## src/rtl/ripple_pkg.sv

```systemverilog
// Shared definitions for the ripple accumulator block.
//   state_e    : accumulator FSM states (idle, accumulating, result ready)
//   DefaultN   : default operand / accumulator width in bits
//   DefaultLen : default number of operands per frame
package ripple_pkg;

    localparam int unsigned DefaultN   = 4;
    localparam int unsigned DefaultLen = 4;

    typedef enum logic [1:0] {
        StIdle  = 2'd0,
        StAccum = 2'd1,
        StDone  = 2'd2
    } state_e;

endpackage

```

## src/rtl/ripple_carry.sv

```systemverilog
// Parameterised N-bit ripple-carry adder built from a chain of full adders.
// Ports:
//   a, b : N-bit addends
//   cin  : carry into bit 0
//   sum  : N-bit sum (a + b + cin) modulo 2^N
//   cout : carry out of the most significant bit
module ripple_carry #(
    parameter int unsigned N = 4
) (
    input  logic [N-1:0] a,
    input  logic [N-1:0] b,
    input  logic         cin,
    output logic [N-1:0] sum,
    output logic         cout
);

    logic [N:0] carry;

    always_comb begin
        carry    = '0;
        sum      = '0;
        carry[0] = cin;
        for (int i = 0; i < N; i++) begin
            sum[i]       = a[i] ^ b[i] ^ carry[i];
            carry[i + 1] = (a[i] & b[i]) | (carry[i] & (a[i] ^ b[i]));
        end
    end

    assign cout = carry[N];

endmodule

```

## src/rtl/ripple_accumulator.sv

```systemverilog
// Frame accumulator: sums LEN unsigned N-bit operands into an N-bit result
// (modulo 2^N) and flags whether any addition in the frame carried out.
// Ports:
//   clk       : clock, rising edge
//   rst_n     : asynchronous active-low reset
//   flush     : synchronous frame abort (wins over any handshake that cycle)
//   in_valid  : in_data is valid
//   in_ready  : operand accepted this cycle when in_valid is also high
//   in_data   : N-bit unsigned operand
//   out_valid : frame result available
//   out_ready : consumer takes the result
//   out_sum   : registered frame sum modulo 2^N
//   out_ovf   : registered sticky carry-out flag for the frame
module ripple_accumulator
    import ripple_pkg::*;
#(
    parameter int unsigned N   = DefaultN,
    parameter int unsigned LEN = DefaultLen
) (
    input  logic         clk,
    input  logic         rst_n,
    input  logic         flush,
    input  logic         in_valid,
    output logic         in_ready,
    input  logic [N-1:0] in_data,
    output logic         out_valid,
    input  logic         out_ready,
    output logic [N-1:0] out_sum,
    output logic         out_ovf
);

    localparam int unsigned     CntW   = $clog2(LEN + 1);
    localparam logic [CntW-1:0] LenCnt = CntW'(LEN);

    state_e          state_q, state_d;
    logic [N-1:0]    acc_q, acc_d;
    logic            ovf_q, ovf_d;
    logic [CntW-1:0] cnt_q, cnt_d;
    logic [CntW-1:0] cnt_inc;
    logic [N-1:0]    add_sum;
    logic            add_cout;
    logic            accept;

    ripple_carry #(
        .N(N)
    ) u_adder (
        .a    (acc_q),
        .b    (in_data),
        .cin  (1'b0),
        .sum  (add_sum),
        .cout (add_cout)
    );

    assign accept  = in_valid & in_ready;
    assign cnt_inc = cnt_q + CntW'(1);

    // State and datapath registers
    always_ff @(posedge clk or negedge rst_n) begin
        if (!rst_n) begin
            state_q <= StIdle;
            acc_q   <= '0;
            ovf_q   <= 1'b0;
            cnt_q   <= '0;
        end else begin
            state_q <= state_d;
            acc_q   <= acc_d;
            ovf_q   <= ovf_d;
            cnt_q   <= cnt_d;
        end
    end

    // Next-state and datapath update
    always_comb begin
        state_d = state_q;
        acc_d   = acc_q;
        ovf_d   = ovf_q;
        cnt_d   = cnt_q;
        if (flush) begin
            // Abort discards any beat or result handshake in the same cycle.
            state_d = StIdle;
            acc_d   = '0;
            ovf_d   = 1'b0;
            cnt_d   = '0;
        end else begin
            unique case (state_q)
                StIdle, StAccum: begin
                    if (accept) begin
                        acc_d   = add_sum;
                        ovf_d   = ovf_q | add_cout;
                        cnt_d   = cnt_inc;
                        state_d = (cnt_inc == LenCnt) ? StDone : StAccum;
                    end
                end
                StDone: begin
                    if (out_ready) begin
                        state_d = StIdle;
                        acc_d   = '0;
                        ovf_d   = 1'b0;
                        cnt_d   = '0;
                    end
                end
                default: begin
                    state_d = StIdle;
                    acc_d   = '0;
                    ovf_d   = 1'b0;
                    cnt_d   = '0;
                end
            endcase
        end
    end

    // Outputs decoded from registered state only
    always_comb begin
        in_ready  = (state_q != StDone);
        out_valid = (state_q == StDone);
        out_sum   = acc_q;
        out_ovf   = ovf_q;
    end

endmodule

```

## config.mk

```make
export PLATFORM = sky130hd
export DESIGN_NAME = ripple_accumulator
export DESIGN_NICKNAME = d
export VERILOG_FILES = /design/src/rtl/ripple_pkg.sv /design/src/rtl/ripple_carry.sv /design/src/rtl/ripple_accumulator.sv
export SDC_FILE = /design/constraint.sdc
export NUM_CORES = 1
export LEC_CHECK = 0
export ABC_CLOCK_PERIOD_IN_PS = 5100
export CORE_AREA = 2 2 39 41
export CTS_CLUSTER_SIZE = 20
export DETAILED_ROUTE_END_ITERATION = 12
export DIE_AREA = 0 0 41 43
export PLACE_DENSITY = 0.77
export SLEW_MARGIN = 20
export SYNTH_ARGS = -nofsm -noshare
export SYNTH_HDL_FRONTEND = slang
export SYNTH_SLANG_ARGS = --single-unit
```

## constraint.sdc

```tcl
create_clock -name clk -period 5.1 [get_ports clk]
set_input_delay 1.02 -clock clk [delete_from_list [all_inputs] [get_ports clk]]
set_output_delay 1.02 -clock clk [all_outputs]
set_load 0.02 [all_outputs]
```

; Word level (Yosys, flattened, before mapping)
; Index checks and enable logic that the tools add are counted.
[totals]
wordCells = 50
ff_bits = 10
input_bits = 9
[classes]
bitwise_logic = 19
reduce_logical = 3
eq_ne = 6
n_mux = 17
n_addsub = 1
[op_table]
columns = operator, n
row1 = 4-bit 2-to-1 mux, 3
row2 = 3-bit 2-to-1 mux, 3
row3 = 1-bit AND, 8
row4 = 2-bit 2-to-1 mux, 4
row5 = 4-bit one-hot mux with 2 select lines, 1
row6 = 1-bit XOR, 7
row7 = 3-bit one-hot mux with 2 select lines, 1
row8 = 1-bit bitwise OR, 4
row9 = 2-bit one-hot mux with 2 select lines, 1
row10 = 3-bit by 1-bit adder with 3-bit output (second input constant), 1
row11 = 3-bit == test (second input constant), 1
row12 = 1-bit 2-to-1 mux, 3
row13 = 3-bit by 2-bit inequality test with 1-bit output (second input constant), 1
row14 = 3-bit inequality test (second input constant), 1
row15 = 2-bit by 1-bit == test with 1-bit output (second input constant), 1
row16 = 2-bit == test (second input constant), 1
row17 = 2-bit zero test, 1
row18 = 2-bit inequality test (second input constant), 1
row19 = 1-bit one-hot mux with 2 select lines, 1
row20 = 2-bit AND reduction, 1
row21 = 2-bit OR reduction, 1

; Depth between registers and ports, before layout
[depth]
ltp_word = 11
depth_mapped = 6
ltp_nobuf = 6

; Modules after synthesis
; From an unflattened synthesis, not the netlist that was laid out.
[hier_totals]
hier_cells = 53
area_unflattened_um2 = 588.1
[modules_own_cells]
columns = mod, instances, cells_each, area_per_inst_um2
row1 = ripple_accumulator, 1, 39, 470.5
row2 = ripple_carry, 1, 14, 117.6

; Worst setup path before layout
; OpenSTA, ideal clock, no wires.
[synth_timing]
path_type = input -> register
startpoint = input in_data[0]
endpoint = register acc_q[3], in the netlist out_sum[3]
path_buffers = 0
path_stages = 5
setup_slack_ns = 2.409
arrival_time_ns = 2.570
setup_time_ns = 0.121
required_time_ns = 4.979
cell_sequence = ha_1 > fa_1 > fa_1 > fa_1 > a22o_1
[synth_between]
elab_chain_cells = 9
[synth_rtl]
columns = item, line
row1 = start: declaration, ripple_accumulator.sv:25  ; input logic [N-1:0] in_data,
row2 = 1-bit AND (2 in series), ripple_carry.sv:25  ; carry[i + 1] = (a[i] & b[i]) | (carry[i] & (a[i] ^ b[i]));
row3 = 1-bit bitwise OR, ripple_carry.sv:25
row4 = 1-bit AND, ripple_carry.sv:25
row5 = 1-bit bitwise OR, ripple_carry.sv:25
row6 = 1-bit XOR, ripple_carry.sv:24  ; sum[i] = a[i] ^ b[i] ^ carry[i];
row7 = 4-bit 2-to-1 mux, ripple_accumulator.sv:87  ; if (accept) begin
row8 = 4-bit one-hot mux with 2 select lines, ripple_accumulator.sv:85  ; unique case (state_q)
row9 = 4-bit 2-to-1 mux, ripple_accumulator.sv:78  ; if (flush) begin
row10 = end signal: assignment, ripple_accumulator.sv:61  ; acc_q <= '0;
row11 = end signal: assignment, ripple_accumulator.sv:66  ; acc_q <= acc_d;
row12 = end: declaration, ripple_accumulator.sv:36  ; logic [N-1:0] acc_q, acc_d;
; No other way between the ends. The select of a mux whose other input is x is not followed.
; A chain may end at the register's enable or synchronous reset.

; Worst setup path in the final report
; Ends and elaborated chain as after synthesis.

==> reports/qor.csv <==
metric;value;unit
crit_path_top_delay_cell;fa_1;
path_depth;6;
leakage;0.000348;uW
drt_iter0_markers;5;
synth_area_per_cell;12.8;um^2
syn-num-nets;57;
worst_pin_slew;0.833;ns
holdPathStages;1;
drc;0;
hold_viol_final;0;
yosysSeqAreaShare;0.465;
cts.clk_slew.worst_paths;0.07;ns
crit_top_cell;fa_1;
powerDensity;273;nW/um^2
cts-root-buf;clkbuf_4;
swShare;0.258;
final_max_slew_viol_count;0;
clkPwrFrac;0.351;
critPathKind;input pin to flip-flop;
drt-pass1-iter-count;4;
overflow;0;
synthDistinctLibCells;20;
critPathArrivalTime;3.07;ns
ys.flop_type;dfrtp_1;
cts_tree;built;
syn_to_final_growth;38.4;%
slowest_delay;0.45;ns
drt-total-wl;998;um
synthArstFlopShare;1.00;
p_int;151;uW
min_period;2.92;ns
synth-seq-cells;10;
fp.dieArea;1760;um^2
dpl_cell_area;708;um^2
grt_use_total;0.132;
synth_edf_count;0;
layout_commonest_cell;clkdlybuf4s50_1;
wire_per_inst;13.0;um
max_cap_violations;0;
status;completed;
share_comb_of_total_power;0.202;
crit_path_start;in_data[0];
vdd_ir_drop_max;0.145;mV
setup_violations;0;
cts_setup_buffers;0;
rr_startpoint;out_sum[0];
startpoint_type;input pin;
relSlewSlack;0.443;
cts_resized;0;
gp_congestion;0.757;
final_nets;77;
final_area;744;um^2
r2r_cells;5;
num_vias;394;
yosysWarnings;0;
crit_path_end_kind;flip-flop;
pre_cts_ws;1.92;ns
cp.required;5.25;ns
first_global_vias;384;
dieHeight;43;um
cp_cell_sequence;clkdlybuf4s50_1 -> ha_1 -> fa_1 -> fa_1 -> fa_1 -> a22o_1;
clock-skew-final;0.00319;ns
fp-row-count;14;
pwr-share-seq;0.446;
fin_ws;2.18;ns
synthCells;42;
crit_buf_inv;1;
syn_area;538;um^2
setup-tns-final;0;ns
holdWs;0.511;ns
n_antenna_cell;0;
cts-htree-levels;1;
hold_buffers;0;
die_w;41;um
power.switching;52.3;uW
pin_count;16;
cp_max_fo;1;
min_path_type;flip-flop to flip-flop;
portBuffers;15;
numCtsBuffers;3;
fin_crit_sh;0.572;
worstHoldStart;cnt_q[2];
core-area;1380;um^2
clock_path_buffers;2;
grt_pass1_wl;1.57;mm
grt_max_degree;11;
layout_common_cells;15 x clkdlybuf4s50_1, 10 x dfrtp_1, 5 x a22o_1;
hpwl;723;um
via_per_inst;5.12;
layout-drive-gt1-share;0.131;
fmax;343;MHz
cts.sinks;10;
clkLatencyLatePin;0.26;ns
initial_core_util;0.389;
grt_setup_unrepaired;no;
final_antenna_net_count;0;
cp_top_family;adder cells;
antenna_found_initial;0;
nFillCells;128;
worst reg2reg max path: cells and delay by family, from the launching register on:
family / cells / cell delay, ns
AO/OA/AOI/OAI: 1 / 0.21
adder cells (fa/ha/maj): 4 / 1.43
flip-flops: 1 / 0.39
area by class of cell:
class                           instances  area [um^2]  share of cell area
Multi-Input combinational cell         30          280               0.376
Tap cell                               16         20.0              0.0269
Sequential cell                        10          250               0.336
Inverter                                2         7.51              0.0101
Timing Repair Buffer                   15          150               0.202
Clock buffer                            4         36.3              0.0487
Yosys cell counts (2+ instances only):
master,instances,area [um^2]
dfrtp_1,10,250
a22o_1,5,43.8
a31oi_1,3,18.8
fa_1,3,60.1
ha_1,3,37.5
nand2_1,3,11.3
inv_1,2,7.51
power groups by stage:
stage | registers (uW) | logic (uW) | clock network (uW)
detailed placement | 92.1 | 40.6 | 0
global placement | 91.9 | 40.1 | 0
floorplan | 96.5 | 14.5 | 0
finish | 90.5 | 41.0 | 71.3
CTS | 90.5 | 41.5 | 74.0
global route | 91.2 | 45.2 | 78.9
sequential cells by signal (all words and copies together) (netlist names):
| register | flops |
|---|---|
| out_sum | 4 |
| state_q | 2 |
| out_ovf | 1 |
| cnt_q | 3 |
per-stage QoR:
step | total power [uW] | util | std cells
finish | 203 | 0.538 | 77
floorplan | 111 | - | 42
global route | 215 | 0.538 | 77
detailed placement | 133 | 0.512 | 73
global placement | 132 | 0.512 | 73
CTS | 206 | 0.538 | 77
metal layers:
| layer | track usage | share of wire | vias to the layer above | wire (um) |
|---|---|---|---|---|
| met4 | 0.0600 | 0.0070 | 0 | 7 |
| li1 | - | - | 196 | - |
| met3 | 0.0314 | 0.055 | 2 | 55 |
| met5 | 0 | 0 | - | 0 |
| met2 | 0.184 | 0.44 | 12 | 439 |
| met1 | 0.189 | 0.50 | 184 | 496 |
kinds of logic after synthesis:
logic type	after synthesis	share of synthesized area
fa+ha+maj	6	0.181
buf+inv	2	0.0140
compound gates	12	0.186
xor+xnor	1	0.0163
simple gates	10	0.116
flops	10	0.465
mux	1	0.0209
worst paths after layout:
kind	to	slack, ns
max	out_sum[3]	2.18
min	cnt_q[2]	0.51
max reg2reg	out_sum[3]	2.96
min reg2reg	cnt_q[2]	0.51
max in group asynchronous	cnt_q[0]	3.75
min in group asynchronous	out_sum[3]	1.06
No activity file was read; power rests on OpenSTA's default activity.
==> edit 1 (same settings) <==
`DefaultLen`: 4 -> 8.
--- a/src/rtl/ripple_pkg.sv
+++ b/src/rtl/ripple_pkg.sv
@@ -7,3 +7,3 @@
     localparam int unsigned DefaultN   = 4;
-    localparam int unsigned DefaultLen = 4;
+    localparam int unsigned DefaultLen = 8;
 
Function: changed (Yosys sat finds a counterexample within 10 cycles, from zero or initial values and one cycle with rst_n low).
==> edit 1 against the unedited design <==
  * Register-to-register slack about the same
  * Synthesized area up 8.4%
  * Worst setup slack worse by 0.017 ns
  * Clock skew about the same
  * First-iteration DRC count unchanged
  * Total power down 1.0%
  * Sequential cell count up 1
  * Combinational power up 3%
  * Die area unchanged
  * Sequential power up 8.8%
  * Maximum frequency down 0.58%
  * Routed wire length up 20%
  * Cell area up 4.7%
==> edit 1: results (changes against the unedited design) <==
stage;metric;value;unit;change
run_status;run_status;completed;;
clock_tree;cts.repair.resized;0;;unchanged
yosys;synth-adder-area-share;14.6;%;-3.5 points
worst_setup_path;critical_path.max_fanout;1;;unchanged
timing;timing.clock.skew;0.00328;ns;+0.0000833 ns
clock_tree;cts.htree.levels;1;;unchanged
place;post-place-cells;76;;+4.1%
yosys;synthTopCellsByArea;dfrtp_1 47%, fa_1 10%, a22o_1 7.5%;;
worst_setup_path;worst-r2r-cell-count;5;;unchanged
worst_setup_path;slowest_stage;fa_1;;
cells_and_area;nets;79;;+2.6%
clock_tree;post-cts-setup-buffer-count;0;;unchanged
power;leakage;0.340;nW;-2.5%
place;place.detailed.hpwl;874;microns;+21%
yosys;synth.lib_cells_used.distinct;26;;+30%
cells_and_area;total_of_fill_cells_in_the_finished_design;123;;-3.9%
worst_setup_path;max_stage_delay;0.43;ns;-0.02 ns
clock_tree;cts_buffers;3;;unchanged
grt;grt_max_degree;12;;+1
yosys;yosys-mux-area-fraction;1.93;%;-0.16 points
clock_tree;clkLatencyLatePin;0.27;ns;
routing;drtIter0Drc;5;;unchanged
worst_setup_path;cp-endpoint;out_sum[3]$_DFFE_PN0P_;;
yosys;synth.cells.most_frequent;11 x dfrtp_1, 5 x a22o_1, 3 x fa_1, 3 x nand3_1, 2 x ha_1;;
place;worst_setup_slack_after_placement;1.86;ns;-0.0645 ns
yosys;yosysSeqAreaShare;47.2;%;+0.70 points
timing;worst_hold_slack;0.519;ns;+0.00759 ns
grt;grt_antenna_before_repair;0;;unchanged
worst_hold_path;min_delay_path_depth;1;;unchanged
place;placement.cell_area;753;sq um;+6.4%
yosys;syn-instance-count;45;;+7.1%
routing;route.detailed.vias_per_inst;5.56;;+8.7%
timing;worst_slack;2.16;ns;-0.0169 ns
yosys;synth_compound_area_share;21.2;%;+2.6 points
place;numPortBuffers;15;;unchanged
grt;grt_pass1_vias;452;;+18%
cells_and_area;final_layout_size_suffix_gt1_share;12.5;%;-0.61 points
place;routabilityCongestion;0.785;;+3.6%
routing;wl_per_cell;14.9;microns;+15%
yosys;postSynthNetCount;59;;+3.5%
worst_hold_path;min-delay-path-class;reg2reg;;
power;irDropWorstVdd;0.000126;V;-13%
routing;dr.pass1.iters;4;;unchanged
worst_setup_path;r2r_setup_slack;2.96;ns;about the same
grt;global_route_wire_length_before_repair;1890;microns;+20%
worst_hold_path;hold_path.startpoint;cnt_q[3]$_DFFE_PN0P_;;
timing;timing_worst_slew_pin_value;0.504;ns;-0.329 ns
power;power.density_cell_area;258;nW/um^2;-5.5%
worst_setup_path;worst-endpoint-arrival;3.10;ns;+0.03 ns
yosys;synth_xor_area_share;1.50;%;-0.13 points
routing;drt_wl_total;1190;microns;+20%
grt;grt.total_usage;16.2;%;+3.0 points
worst_hold_path;worstHoldEndpoint;cnt_q[3]$_DFFE_PN0P_;;
-- edit 1: layout make-up --
cell class	instances	share of cell area, %
multi-input cells	33	39.0
inverters	1	0.482
clock buffers	4	3.37
well taps	16	2.57
repair buffers	15	19.3
flip-flops and latches	11	35.3
-- edit 1: power breakdown --
part	switching, mW	internal (mW)
Combinational	0.0193	0.0228
Clock	0.0299	0.0303
Sequential	0.00539	0.0931
-- edit 1: cells by family (layout without fill, tap and decap cells) --
family	Yosys count	count (layout)
AO/OA/AOI/OAI	15	15
XOR/XNOR	1	1
adder cells (fa/ha/maj)	5	5
buffers and inverters	1	20
flip-flops	11	11
multiplexers	1	1
AND/OR/NAND/NOR	11	11
-- edit 1: routing by layer --
metal	up-vias	routed length, microns	track usage, %
li1	214	-	-
met1	214	551	20.0
met2	13	548	24.7
met3	4	67	6.28
met4	0	25	6.00
met5	-	0	0
==> edit 2 (same settings) <==
Made on the original files. Make the reset (`rst_n`) synchronous in one clocked block. Comments in the files are not updated.
--- a/src/rtl/ripple_accumulator.sv
+++ b/src/rtl/ripple_accumulator.sv
@@ -57,3 +57,3 @@
     // State and datapath registers
-    always_ff @(posedge clk or negedge rst_n) begin
+    always_ff @(posedge clk) begin
         if (!rst_n) begin
Check against the original RTL: differs if rst_n is asserted again (counterexample within 4 cycles, from zero or initial values and one cycle with rst_n low); with rst_n held inactive, the same outputs for 10 cycles.
==> edit 2 against the unedited design <==
  * Synthesized area grew 7.0%
  * Sequential power decreased by 8.0%
  * Cell area decreased by 0.34%
  * Routed wire length up 11%
  * Sequential cell count did not move
  * Clock skew shrank 0.0019 ns
  * Critical endpoint is now out_ovf$_SDFFE_PP0P_
  * Total power fell by 20%
  * Worst setup slack gained 0.10 ns
==> edit 2: results (changes against the unedited design) <==
stage;metric;value;unit;change
place;place.detailed.hpwl;856;microns;+18%
yosys;synth_xor_area_share;1.52;%;-0.11 points
yosys;yosysSeqAreaShare;34.8;%;-12 points
yosys;synth_compound_area_share;17.6;%;-1.0 points
timing;slew_headroom;74.3;%;+30 points
routing;route.detailed.vias_per_inst;5.10;;-0.41%
yosys;async_flop_share;0;%;-100 points
power;leakage;0.304;nW;-13%
run_status;run_status;completed;;
power;power.switching;0.0404;mW;-23%
yosys;synth.cells.most_frequent;10 x dfxtp_1, 7 x inv_1, 7 x nor2_1;;
cells_and_area;final_layout_size_suffix_gt1_share;7.69;%;-5.4 points
cells_and_area;total_of_fill_cells_in_the_finished_design;129;;+0.78%
clock_tree;cts_buffers;3;;unchanged
yosys;synth.lib_cells_used.distinct;24;;+20%
place;routabilityCongestion;0.794;;+4.8%
cells_and_area;nets;95;;+23%
worst_setup_path;worst-r2r-cell-count;9;;+4
grt;grt_pass1_vias;449;;+17%
grt;global_route_wire_length_before_repair;1810;microns;+15%
routing;drt_wl_total;1110;microns;+11%
yosys;avgSynthCellArea;9.14;sq um;-29%
yosys;postSynthNetCount;78;;+37%
routing;wl_per_cell;11.8;microns;-9.3%
grt;grt.total_usage;15.2;%;+1.9 points
worst_setup_path;worst-endpoint-arrival;2.97;ns;-0.10 ns
worst_hold_path;min_delay_path_depth;2;;+1
yosys;yosys-mux-area-fraction;1.74;%;-0.35 points
yosys;synthTopCellsByArea;dfxtp_1 35%, fa_1 10%, ha_1 6.5%;;
yosys;synth_top_area_share;34.8;%;-12 points
edit 2: critical path, cell delays in order:
cell and delay [ns]:
clkdlybuf4s50_1 0.40, ha_1 0.19, inv_1 0.06, fa_1 0.16
inv_1 0.05, fa_1 0.37, fa_1 0.36, a21oi_1 0.13
a2bb2oi_1 0.17, nor2_1 0.05
edit 2: kinds of logic (layout without fill, tap and decap cells):
kind of cell	after synthesis	count (layout)
compound gates	16	16
fa+ha+maj	6	6
xor+xnor	1	1
mux	1	1
buf+inv	11	26
simple gates	18	18
flops	10	10
edit 2: path summary, 6_finish.rpt:
| check | startpoint | end | slack [ns] |
|---|---|---|---|
| worst max register to register | out_sum[0]$_SDFFE_PP0P_ | out_ovf$_SDFFE_PP0P_ | 3.14 |
| worst max-delay path | in_data[0] | out_ovf$_SDFFE_PP0P_ | 2.28 |
| worst min register to register | out_sum[1]$_SDFFE_PP0P_ | out_sum[1]$_SDFFE_PP0P_ | 0.50 |
| worst min-delay path | out_sum[1]$_SDFFE_PP0P_ | out_sum[1]$_SDFFE_PP0P_ | 0.50 |
edit 2: area by class of cell:
class | count | area, sq um | share of cell area [%]
multi-input cells | 42 | 319 | 43.0
flip-flops and latches | 10 | 200 | 27.0
repair buffers | 15 | 150 | 20.2
inverters | 8 | 30.0 | 4.05
clock buffers | 3 | 22.5 | 3.04
well taps | 16 | 20.0 | 2.70
edit 2: metal layers:
metal,track usage [%],vias to the layer above,wire (microns)
met2,25.0,21,532
met3,4.19,4,74
li1,-,244,-
met4,8.67,0,17
met1,16.1,210,480
met5,0,-,0
edit 2: through the flow:
step	cell area, sq um	worst slack (ns)
floorplan	576	2.51
global placement	719	2.02
detailed placement	719	1.99
CTS	742	2.27
global route	742	2.13
finish	742	2.28
edit 2: power by group through the flow:
stage	combinational (mW)	clock (mW)	sequential, mW
CTS	0.0270	0.0539	0.0832
floorplan	0.0139	0	0.0863
finish	0.0267	0.0524	0.0833
global placement	0.0260	0	0.0848
detailed placement	0.0268	0	0.0850
global route	0.0300	0.0572	0.0836
